`config.mk`:
```
export PLATFORM = sky130hd
export DESIGN_NAME = cp_insert
export DESIGN_NICKNAME = d
export VERILOG_FILES = /design/src/rtl/cp_insert.sv
export SDC_FILE = /design/constraint.sdc
export NUM_CORES = 2
export LEC_CHECK = 0
export CORE_MARGIN = 2
export CORE_UTILIZATION = 61
export CTS_CLUSTER_SIZE = 40
export DETAILED_ROUTE_END_ITERATION = 12
export GPL_TIMING_DRIVEN = 0
export HOLD_SLACK_MARGIN = 0.1
export PLACE_DENSITY_LB_ADDON = 0.25
export SYNTH_ARGS = -nofsm -noshare
export SYNTH_HDL_FRONTEND = slang
export SYNTH_SLANG_ARGS = --single-unit
```
`constraint.sdc`:
```
create_clock -name clk -period 6.2 [get_ports clk]
set_input_delay 0.93 -clock clk [delete_from_list [all_inputs] [get_ports clk]]
set_output_delay 0.93 -clock clk [all_outputs]
set_load 0.05 [all_outputs]
```
`src/rtl/cp_insert.sv`:
```
// cp_insert: cyclic-prefix inserter with ping-pong symbol buffer and back-pressure
module cp_insert #(
  parameter int N      = 64,
  parameter int CP_LEN = 16,
  parameter int W      = 16
) (
  input  logic                clk,
  input  logic                rst,
  input  logic                en,
  input  logic                in_sop,
  input  logic                in_valid,
  input  logic signed [W-1:0] in_i,
  input  logic signed [W-1:0] in_q,
  output logic                in_ready,
  output logic signed [W-1:0] out_i,
  output logic signed [W-1:0] out_q,
  output logic                out_valid,
  output logic                sop_out,
  output logic                eop_out,
  output logic                sop_err
);
  localparam int AW = $clog2(N);
  localparam logic [AW-1:0] CP_START = AW'(N - CP_LEN);
  localparam logic [AW-1:0] LAST     = AW'(N - 1);

  typedef enum logic {WR_IDLE, WR_FILL} wr_st_t;
  typedef enum logic [1:0] {RD_IDLE, RD_CP, RD_BODY} rd_st_t;

  wr_st_t        wr_st_q, wr_st_d;
  logic          wr_bank_q, wr_bank_d;
  logic [AW-1:0] wr_idx_q, wr_idx_d;
  logic [1:0]    full_q, full_d;
  logic          sop_err_q, sop_err_d;
  rd_st_t        rd_st_q, rd_st_d;
  logic          rd_bank_q, rd_bank_d;
  logic          iss_v_q, iss_v_d;
  logic          iss_bank_q, iss_bank_d;
  logic [AW-1:0] iss_addr_q, iss_addr_d;
  logic          iss_sop_q, iss_sop_d;
  logic          iss_eop_q, iss_eop_d;
  logic [2*W-1:0] dout_q;
  logic          ov_q, os_q, oe_q;
  logic [2*W-1:0] mem [2*N];

  logic          accept, we, wr_set, rd_clr, start;
  logic [AW-1:0] waddr, nxt;

  assign in_ready  = ~full_q[wr_bank_q];
  assign accept    = in_valid & in_ready;
  assign out_i     = dout_q[2*W-1:W];
  assign out_q     = dout_q[W-1:0];
  assign out_valid = ov_q & en;
  assign sop_out   = os_q & en;
  assign eop_out   = oe_q & en;
  assign sop_err   = sop_err_q;

  // write side: idle drops samples until an sop, fill walks indices 0..N-1 and restarts on a stray sop
  always_comb begin
    wr_st_d   = wr_st_q;
    wr_bank_d = wr_bank_q;
    wr_idx_d  = wr_idx_q;
    sop_err_d = 1'b0;
    we        = 1'b0;
    waddr     = wr_idx_q;
    wr_set    = 1'b0;
    if (accept && in_sop) begin
      we        = 1'b1;
      waddr     = '0;
      wr_idx_d  = AW'(1);
      wr_st_d   = WR_FILL;
      sop_err_d = (wr_st_q == WR_FILL);
    end else if (accept && wr_st_q == WR_FILL) begin
      we       = 1'b1;
      wr_idx_d = wr_idx_q + AW'(1);
      if (wr_idx_q == LAST) begin
        wr_set    = 1'b1;
        wr_bank_d = ~wr_bank_q;
        wr_st_d   = WR_IDLE;
      end
    end
  end

  // read side: issue prefix addresses then body addresses; a finished body may chain straight into the other bank
  always_comb begin
    rd_st_d    = rd_st_q;
    rd_bank_d  = rd_bank_q;
    iss_v_d    = iss_v_q;
    iss_bank_d = iss_bank_q;
    iss_addr_d = iss_addr_q;
    iss_sop_d  = iss_sop_q;
    iss_eop_d  = iss_eop_q;
    rd_clr     = 1'b0;
    nxt        = iss_addr_q + AW'(1);
    start      = (rd_st_q == RD_IDLE) || (rd_st_q == RD_BODY && iss_addr_q == LAST);
    if (en) begin
      iss_v_d   = 1'b0;
      iss_sop_d = 1'b0;
      iss_eop_d = 1'b0;
      if (start) begin
        rd_st_d = RD_IDLE;
        if (full_q[rd_bank_q]) begin
          iss_v_d    = 1'b1;
          iss_sop_d  = 1'b1;
          iss_addr_d = CP_START;
          iss_bank_d = rd_bank_q;
          rd_st_d    = RD_CP;
        end
      end else begin
        iss_v_d    = 1'b1;
        iss_addr_d = nxt;
        if (rd_st_q == RD_CP) begin
          if (iss_addr_q == LAST) rd_st_d = RD_BODY;
        end else if (nxt == LAST) begin
          iss_eop_d = 1'b1;
          rd_clr    = 1'b1;
          rd_bank_d = ~rd_bank_q;
        end
      end
    end
  end

  // bank-full flags: writer sets its bank, reader clears its bank; the two are never the same bank
  always_comb begin
    full_d = full_q;
    if (wr_set) full_d[wr_bank_q] = 1'b1;
    if (rd_clr) full_d[rd_bank_q] = 1'b0;
  end

  // symbol storage, write port
  always_ff @(posedge clk) begin
    if (we) mem[{wr_bank_q, waddr}] <= {in_i, in_q};
  end

  // state registers and the synchronous-read output stage, frozen while en is low
  always_ff @(posedge clk or negedge rst) begin
    if (!rst) begin
      wr_st_q    <= WR_IDLE;
      wr_bank_q  <= 1'b0;
      wr_idx_q   <= '0;
      full_q     <= '0;
      sop_err_q  <= 1'b0;
      rd_st_q    <= RD_IDLE;
      rd_bank_q  <= 1'b0;
      iss_v_q    <= 1'b0;
      iss_bank_q <= 1'b0;
      iss_addr_q <= '0;
      iss_sop_q  <= 1'b0;
      iss_eop_q  <= 1'b0;
      dout_q     <= '0;
      ov_q       <= 1'b0;
      os_q       <= 1'b0;
      oe_q       <= 1'b0;
    end else begin
      wr_st_q    <= wr_st_d;
      wr_bank_q  <= wr_bank_d;
      wr_idx_q   <= wr_idx_d;
      full_q     <= full_d;
      sop_err_q  <= sop_err_d;
      rd_st_q    <= rd_st_d;
      rd_bank_q  <= rd_bank_d;
      iss_v_q    <= iss_v_d;
      iss_bank_q <= iss_bank_d;
      iss_addr_q <= iss_addr_d;
      iss_sop_q  <= iss_sop_d;
      iss_eop_q  <= iss_eop_d;
      if (en && iss_v_q) dout_q <= mem[{iss_bank_q, iss_addr_q}];
      if (en) begin
        ov_q <= iss_v_q;
        os_q <= iss_sop_q;
        oe_q <= iss_eop_q;
      end
    end
  end
endmodule

```
# Word-level counts from Yosys, hierarchy flattened
# Memories as Yosys holds them, arrays and structs flattened. A register that Yosys moved wholly into a read port is not among the register bits.
# Index checks and enable logic that the tools add are counted.
# W data, S select, Z words.
dict set report word_totals {
  elab_cells 97
  ram_bits 4096
  mem_count 1
  inputBits 37
  register_bits 27
}
dict set report classes {
  n_bitwise 13
  muxes 37
  eq_ne 6
  n_reduce_logical 19
  add_sub_neg 2
  n_lt_le_gt_ge 4
}
# memory depth width read_ports rd_ports_with_merged_regs write_ports line
set memory_table {}
lappend memory_table {mem 128 32 1 1 1 43} ;# logic [2*W-1:0] mem [2*N];
# operator n
set ops {}
lappend ops {{$mux W6} 5}
lappend ops {{$mux W1} 25}
lappend ops {{$eq A6 B6 Y1 const B} 3}
lappend ops {{$add A6 B1 Y6 const B} 2}
lappend ops {{$mux W2} 5}
lappend ops {{$reduce_and A3 Y1} 3}
lappend ops {{$reduce_bool A2 Y1} 4}
lappend ops {{$logic_and A1 B1 Y1} 6}
lappend ops {{$not A1 Y1} 6}
lappend ops {{$and A1 B1 Y1} 4}
lappend ops {{$lt A1 B2 Y1 const B} 2}
lappend ops {{$reduce_and A2 Y1} 2}
lappend ops {{$reduce_and A4 Y1} 1}
lappend ops {{$and A2 B2 Y2} 1}
lappend ops {{$demux W1 S1} 2}
lappend ops {{$eq A2 B1 Y1 const B} 1}
lappend ops {{$eq A2 B2 Y1 const B} 1}
lappend ops {{$ge A1 B1 Y1 const B} 2}
lappend ops {{$logic_not A2 Y1} 1}
lappend ops {{$ne A2 B1 Y1 const B} 1}
lappend ops {{$not A2 Y2} 1}
lappend ops {{$or A2 B2 Y2} 1}
lappend ops {{$logic_not A1 Y1} 1}
lappend ops {{$logic_or A1 B1 Y1} 1}

# Longest topological paths before layout
dict set report logic_depth {
  word_depth 10
  ltp_mapped 11
}

# Worst setup path before layout
# Ideal clock, no wire load.
dict set report synth_path {
  path_type {register to register}
  from {register wr_bank_q}
  to {memory mem[84][0] (netlist bit) (enable)}
  setup_slack_ns 0.952
  path_stages_with_launch 5
  path_buffers 0
  period_less_slack_ns 5.248
  arrival_ns 4.746
  setup_ns 0.502
  cell_sequence {dfrtp_1 mux2i_2 and3_1 nand4_1 nor4_1}
}
dict set report synth_via {
  elab_chain_len 9
}
# item line
set synth_rtl {}
lappend synth_rtl {{start, declared} 30} ;# logic wr_bank_q, wr_bank_d;
lappend synth_rtl {{start signal, assigned} 155} ;# wr_bank_q <= wr_bank_d;
lappend synth_rtl {{$mux W1 (implied by the code) * (2 in series)} 48} ;# assign in_ready = ~full_q[wr_bank_q];
lappend synth_rtl {{$not A1 Y1 *} 48}
lappend synth_rtl {{net in_ready} 14} ;# output logic in_ready,
lappend synth_rtl {{$and A1 B1 Y1 *} 49} ;# assign accept = in_valid & in_ready;
lappend synth_rtl {{$logic_and A1 B1 Y1} 72} ;# end else if (accept && wr_st_q == WR_FILL) begin
lappend synth_rtl {{$mux W1} 72}
lappend synth_rtl {{$mux W1} 66} ;# if (accept && in_sop) begin
lappend synth_rtl {{$mux W1} 131} ;# if (we) mem[{wr_bank_q, waddr}] <= {in_i, in_q};
lappend synth_rtl {{$mux W1 (implied by the code)} 131}
lappend synth_rtl {{end, declared} 43}
# The timed path passes the listed nets; every way through them passes the cells marked *. The select of a mux whose other input is x is not followed.

==> impl_metrics.ini <==
[setup_path]
critical_path_required_ns = 6.97
r2r_slack_ns = 0.78
r2r_cells = 9
worst-path-max-fanout = 10
crit_type = reg -> reg
cp-start-kind = flip-flop
timing.critical_path.arrival_ns = 6.20
regToRegEndpoint = dout_q[5]$_DFFE_PN0P_
worstSetupEndpointType = flip-flop
reg2reg_from = iss_addr_q[2]$_DFFE_PN0P_

[yosys]
synth.top_cells.by_area = sky130_fd_sc_hd__edfxtp_1, sky130_fd_sc_hd__mux4_2, sky130_fd_sc_hd__mux2i_1
postSynthNetCount = 8097
mappedNetlistArea_sq_mm = 0.1611
fraction_of_synthesis_flops_using_an_asynchronous_set_or_reset_pin = 0.01420
synth_sequential_area_ratio = 0.7727
syn_inst = 8057
synth.lib_cells_used.distinct = 57
synth_top_cell_by_area = sky130_fd_sc_hd__edfxtp_1
synth.yosys.warnings = 0
dominantRegCellSynth = sky130_fd_sc_hd__edfxtp_1
synth-edff-count = 4096
yosysTopAreaCellShare = 0.7636
syn_avg_cell_area_sq_um = 19.99
postSynthRegisterBits = 4155

[placement]
gpl.final_weighted_congestion = 1.012
dp.cells = 11830
port-buffer-count = 73
dp_hpwl_um = 302700

[timing]
slew_viol_final = 4
final-setup-viol-count = 0
slew_headroom = -0.04939
final_setup_tns_ns = 0
setup_repair_after_global_routing_missed_its_margin = no
fmax_ghz = 0.1844
finalCritPeriodShare = 0.8748
fin_crit_ns = 5.424
final_hold_viol_count = 0
clock-skew-final_ns = 0.06428
worst_pin_slew_ns = 1.569

[pwr]
power.share.sequential = 0.550
power_per_cell_area_mw_per_mm2 = 307.8
total_switching_power_mw = 11.89
p_leak_nw = 55.31
pwr-share-comb = 0.027
peakVddDrop_v = 0.0003550
power.clock.fraction = 0.423
total_power_mw = 56.65
p_int_mw = 44.77
netSwitchingFraction = 0.2098

[cts]
cts_made_buffers = 401
clk_latency_ns = 0.97
cts_tree = done
clkSinkCount = 4155
cts.clk_slew.worst_paths_ns = 0.06
clock_path_buffers = 4
h-tree-depth = 5
post_cts.resized_instances = 0
ctsRootBufferMaster = sky130_fd_sc_hd__clkbuf_16

[global_routing]
via_count_of_the_first_global_routing_pass = 82990
grt_pass1_wl_um = 623700
grt_antenna_before_repair = 47
maximum_number_of_pins_on_one_net_before_global_route_repair = 113
grt_util_all_layers = 0.3314
globalRouteOverflowTotal = 0

[cells_and_area]
areaGrowthSynthToFinish_pct = 14.25
layout_commonest_cell = sky130_fd_sc_hd__edfxtp_1
finish.net_count = 8761
fillCellCount = 15660
post_layout_nonfiller_instances = 12600
layout_common_cells = sky130_fd_sc_hd__edfxtp_1, sky130_fd_sc_hd__mux2i_1, sky130_fd_sc_hd__mux4_2, sky130_fd_sc_hd__clkbuf_16, sky130_fd_sc_hd__clkbuf_1
final_layout_size_suffix_gt1_frac = 0.1969

[floorplan]
die_area_sq_mm = 0.2682
placeableCoreArea_sq_mm = 0.2625
die_height_um = 517.9
starting_density_of_the_core = 0.6136
placement_rows = 188
chipWidth_um = 517.9
ios = 74

[worst_hold_path]
worstHoldPathCells = 1
hold-path-endpoint = mem[106][26]$_DFFE_PP_
timing.hold.worst.class = in -> reg
holdCritStartpoint = in_i[10]

[routing]
drc = 0
routed_wl_um = 448300
routed_via_density = 6.779
overall_via_count_from_detail_route = 85390
postRouteAntennaNets = 0
route.detailed.wl_per_inst_um = 35.59
drtPass1Iterations = 9
detail_route.iter0.violations = 12980

[job]
cap_viol_max_count = 3

[run_status]
run_status = finished, violations left
violations = max-capacitance violations, max-slew violations
power by group through the flow:
stage               Sequential, mW  Clock (mW)  Combinational, mW
floorplan                     31.7           0              0.272
global placement              31.9           0               1.22
detailed placement            31.7           0               1.49
CTS                           31.1        24.0               1.50
global route                  31.1        25.1               1.56
finish                        31.1        24.0               1.55
final cells by class:
class                   instances  area [sq um]  area share
repair buffers                261          4609     0.02505
plain buffers                 498          2575     0.01399
flip-flops and latches       4155        124500      0.6763
well taps                    3515          4398     0.02390
multi-input cells            3394         35060      0.1905
clock buffers                 490         10530     0.05724
clock inverters               253          2298     0.01249
inverters                      10         37.54   0.0002040
diodes                         20         50.05   0.0002719
worst max-delay path, stage by stage (launching register included):
cell                       delay [ns]
sky130_fd_sc_hd__dfrtp_1         0.32
sky130_fd_sc_hd__buf_4           0.22
sky130_fd_sc_hd__buf_2           0.66
sky130_fd_sc_hd__clkbuf_1        1.09
sky130_fd_sc_hd__clkbuf_1        0.69
sky130_fd_sc_hd__nor2b_1         0.15
sky130_fd_sc_hd__a211oi_2        0.51
sky130_fd_sc_hd__o32ai_1         0.40
sky130_fd_sc_hd__a32oi_1         0.89
sky130_fd_sc_hd__o31ai_1         0.26
synth_stat cells (all sizes together) (98+ instances only):
cell    instances
buf           267
nand2          98
nor2b         133
nor3          136
edfxtp       4096
a22oi         128
mux2i        1121
clkbuf        231
mux4          512
o22ai         192
a21oi         103
o21ai         183
nor2          193
flip-flops by register name, summed over array words and instances (netlist names):
signal      count
iss_eop_q       1
iss_addr_q      6
wr_st_q         1
iss_v_q         1
oe_q            1
iss_sop_q       1
rd_st_q         2
rd_bank_q       1
sop_err         1
full_q          2
wr_bank_q       1
mem          4096
dout_q         32
os_q            1
wr_idx_q        6
iss_bank_q      1
ov_q            1
through the flow:
step / setup WS, ns / instance area (sq um) / util / hold WS (ns)
after floorplan: 0.9524 / 161100 / - / 0.4728
after global placement: -2.374 / 166200 / 0.6332 / 0.4906
after detailed placement: 0.8898 / 171100 / 0.6520 / 0.5012
after CTS: 0.8508 / 184000 / 0.7009 / 0.2836
after global routing: 0.9243 / 184000 / 0.7009 / 0.3254
final: 0.7762 / 184000 / 0.7011 / 0.3372
routing by layer:
| layer | part of all wire | track usage | vias to the layer above | wire length (um) |
|---|---|---|---|---|
| li1 | - | - | 34670 | - |
| met1 | 0.36 | 0.4557 | 44230 | 162500 |
| met2 | 0.46 | 0.5004 | 5542 | 204800 |
| met3 | 0.12 | 0.07570 | 909 | 52320 |
| met4 | 0.063 | 0.1781 | 44 | 28410 |
| met5 | 0.00058 | 0 | - | 260 |
how the worst max path moves through the flow:
| stage | start | to | slack, ns | cells past startpoint |
|---|---|---|---|---|
| 2_1_floorplan | wr_bank_q$_DFFE_PN0P_ | mem[84][0]$_DFFE_PP_ | 0.95 | 4 |
| 4_1_cts | iss_addr_q[3]$_DFFE_PN0P_ | dout_q[8]$_DFFE_PN0P_ | 0.85 | 8 |
| 6_report | iss_addr_q[2]$_DFFE_PN0P_ | dout_q[5]$_DFFE_PN0P_ | 0.78 | 9 |
| 3_5_place_dp | iss_addr_q[3]$_DFFE_PN0P_ | dout_q[8]$_DFFE_PN0P_ | 0.89 | 8 |
| 5_1_grt | iss_addr_q[2]$_DFFE_PN0P_ | dout_q[5]$_DFFE_PN0P_ | 0.92 | 9 |
| 3_3_place_gp | in_sop | mem[85][17]$_DFFE_PP_ | -2.37 | 6 |
timing repair:
item                      in CTS  in global routing
hold buffers                   1                  0
buffers inserted               0                  0
hold endpoints to repair      20                  0
cells by family (layout without fill, tap and decap cells):
family	after synthesis	count (layout)	synth area share
buffers and inverters	508	1512	0.01616
DFF	4155	4155	0.7727
AOI/OAI and AO/OA	1063	1063	0.04678
adders and majority gates	3	3	0.0002330
muxes	1669	1669	0.1438
xor gates and xnor gates	6	6	0.0003262
other	0	20	0
and+or+nand+nor	653	653	0.01999
Power figures use the tool's default switching activity.
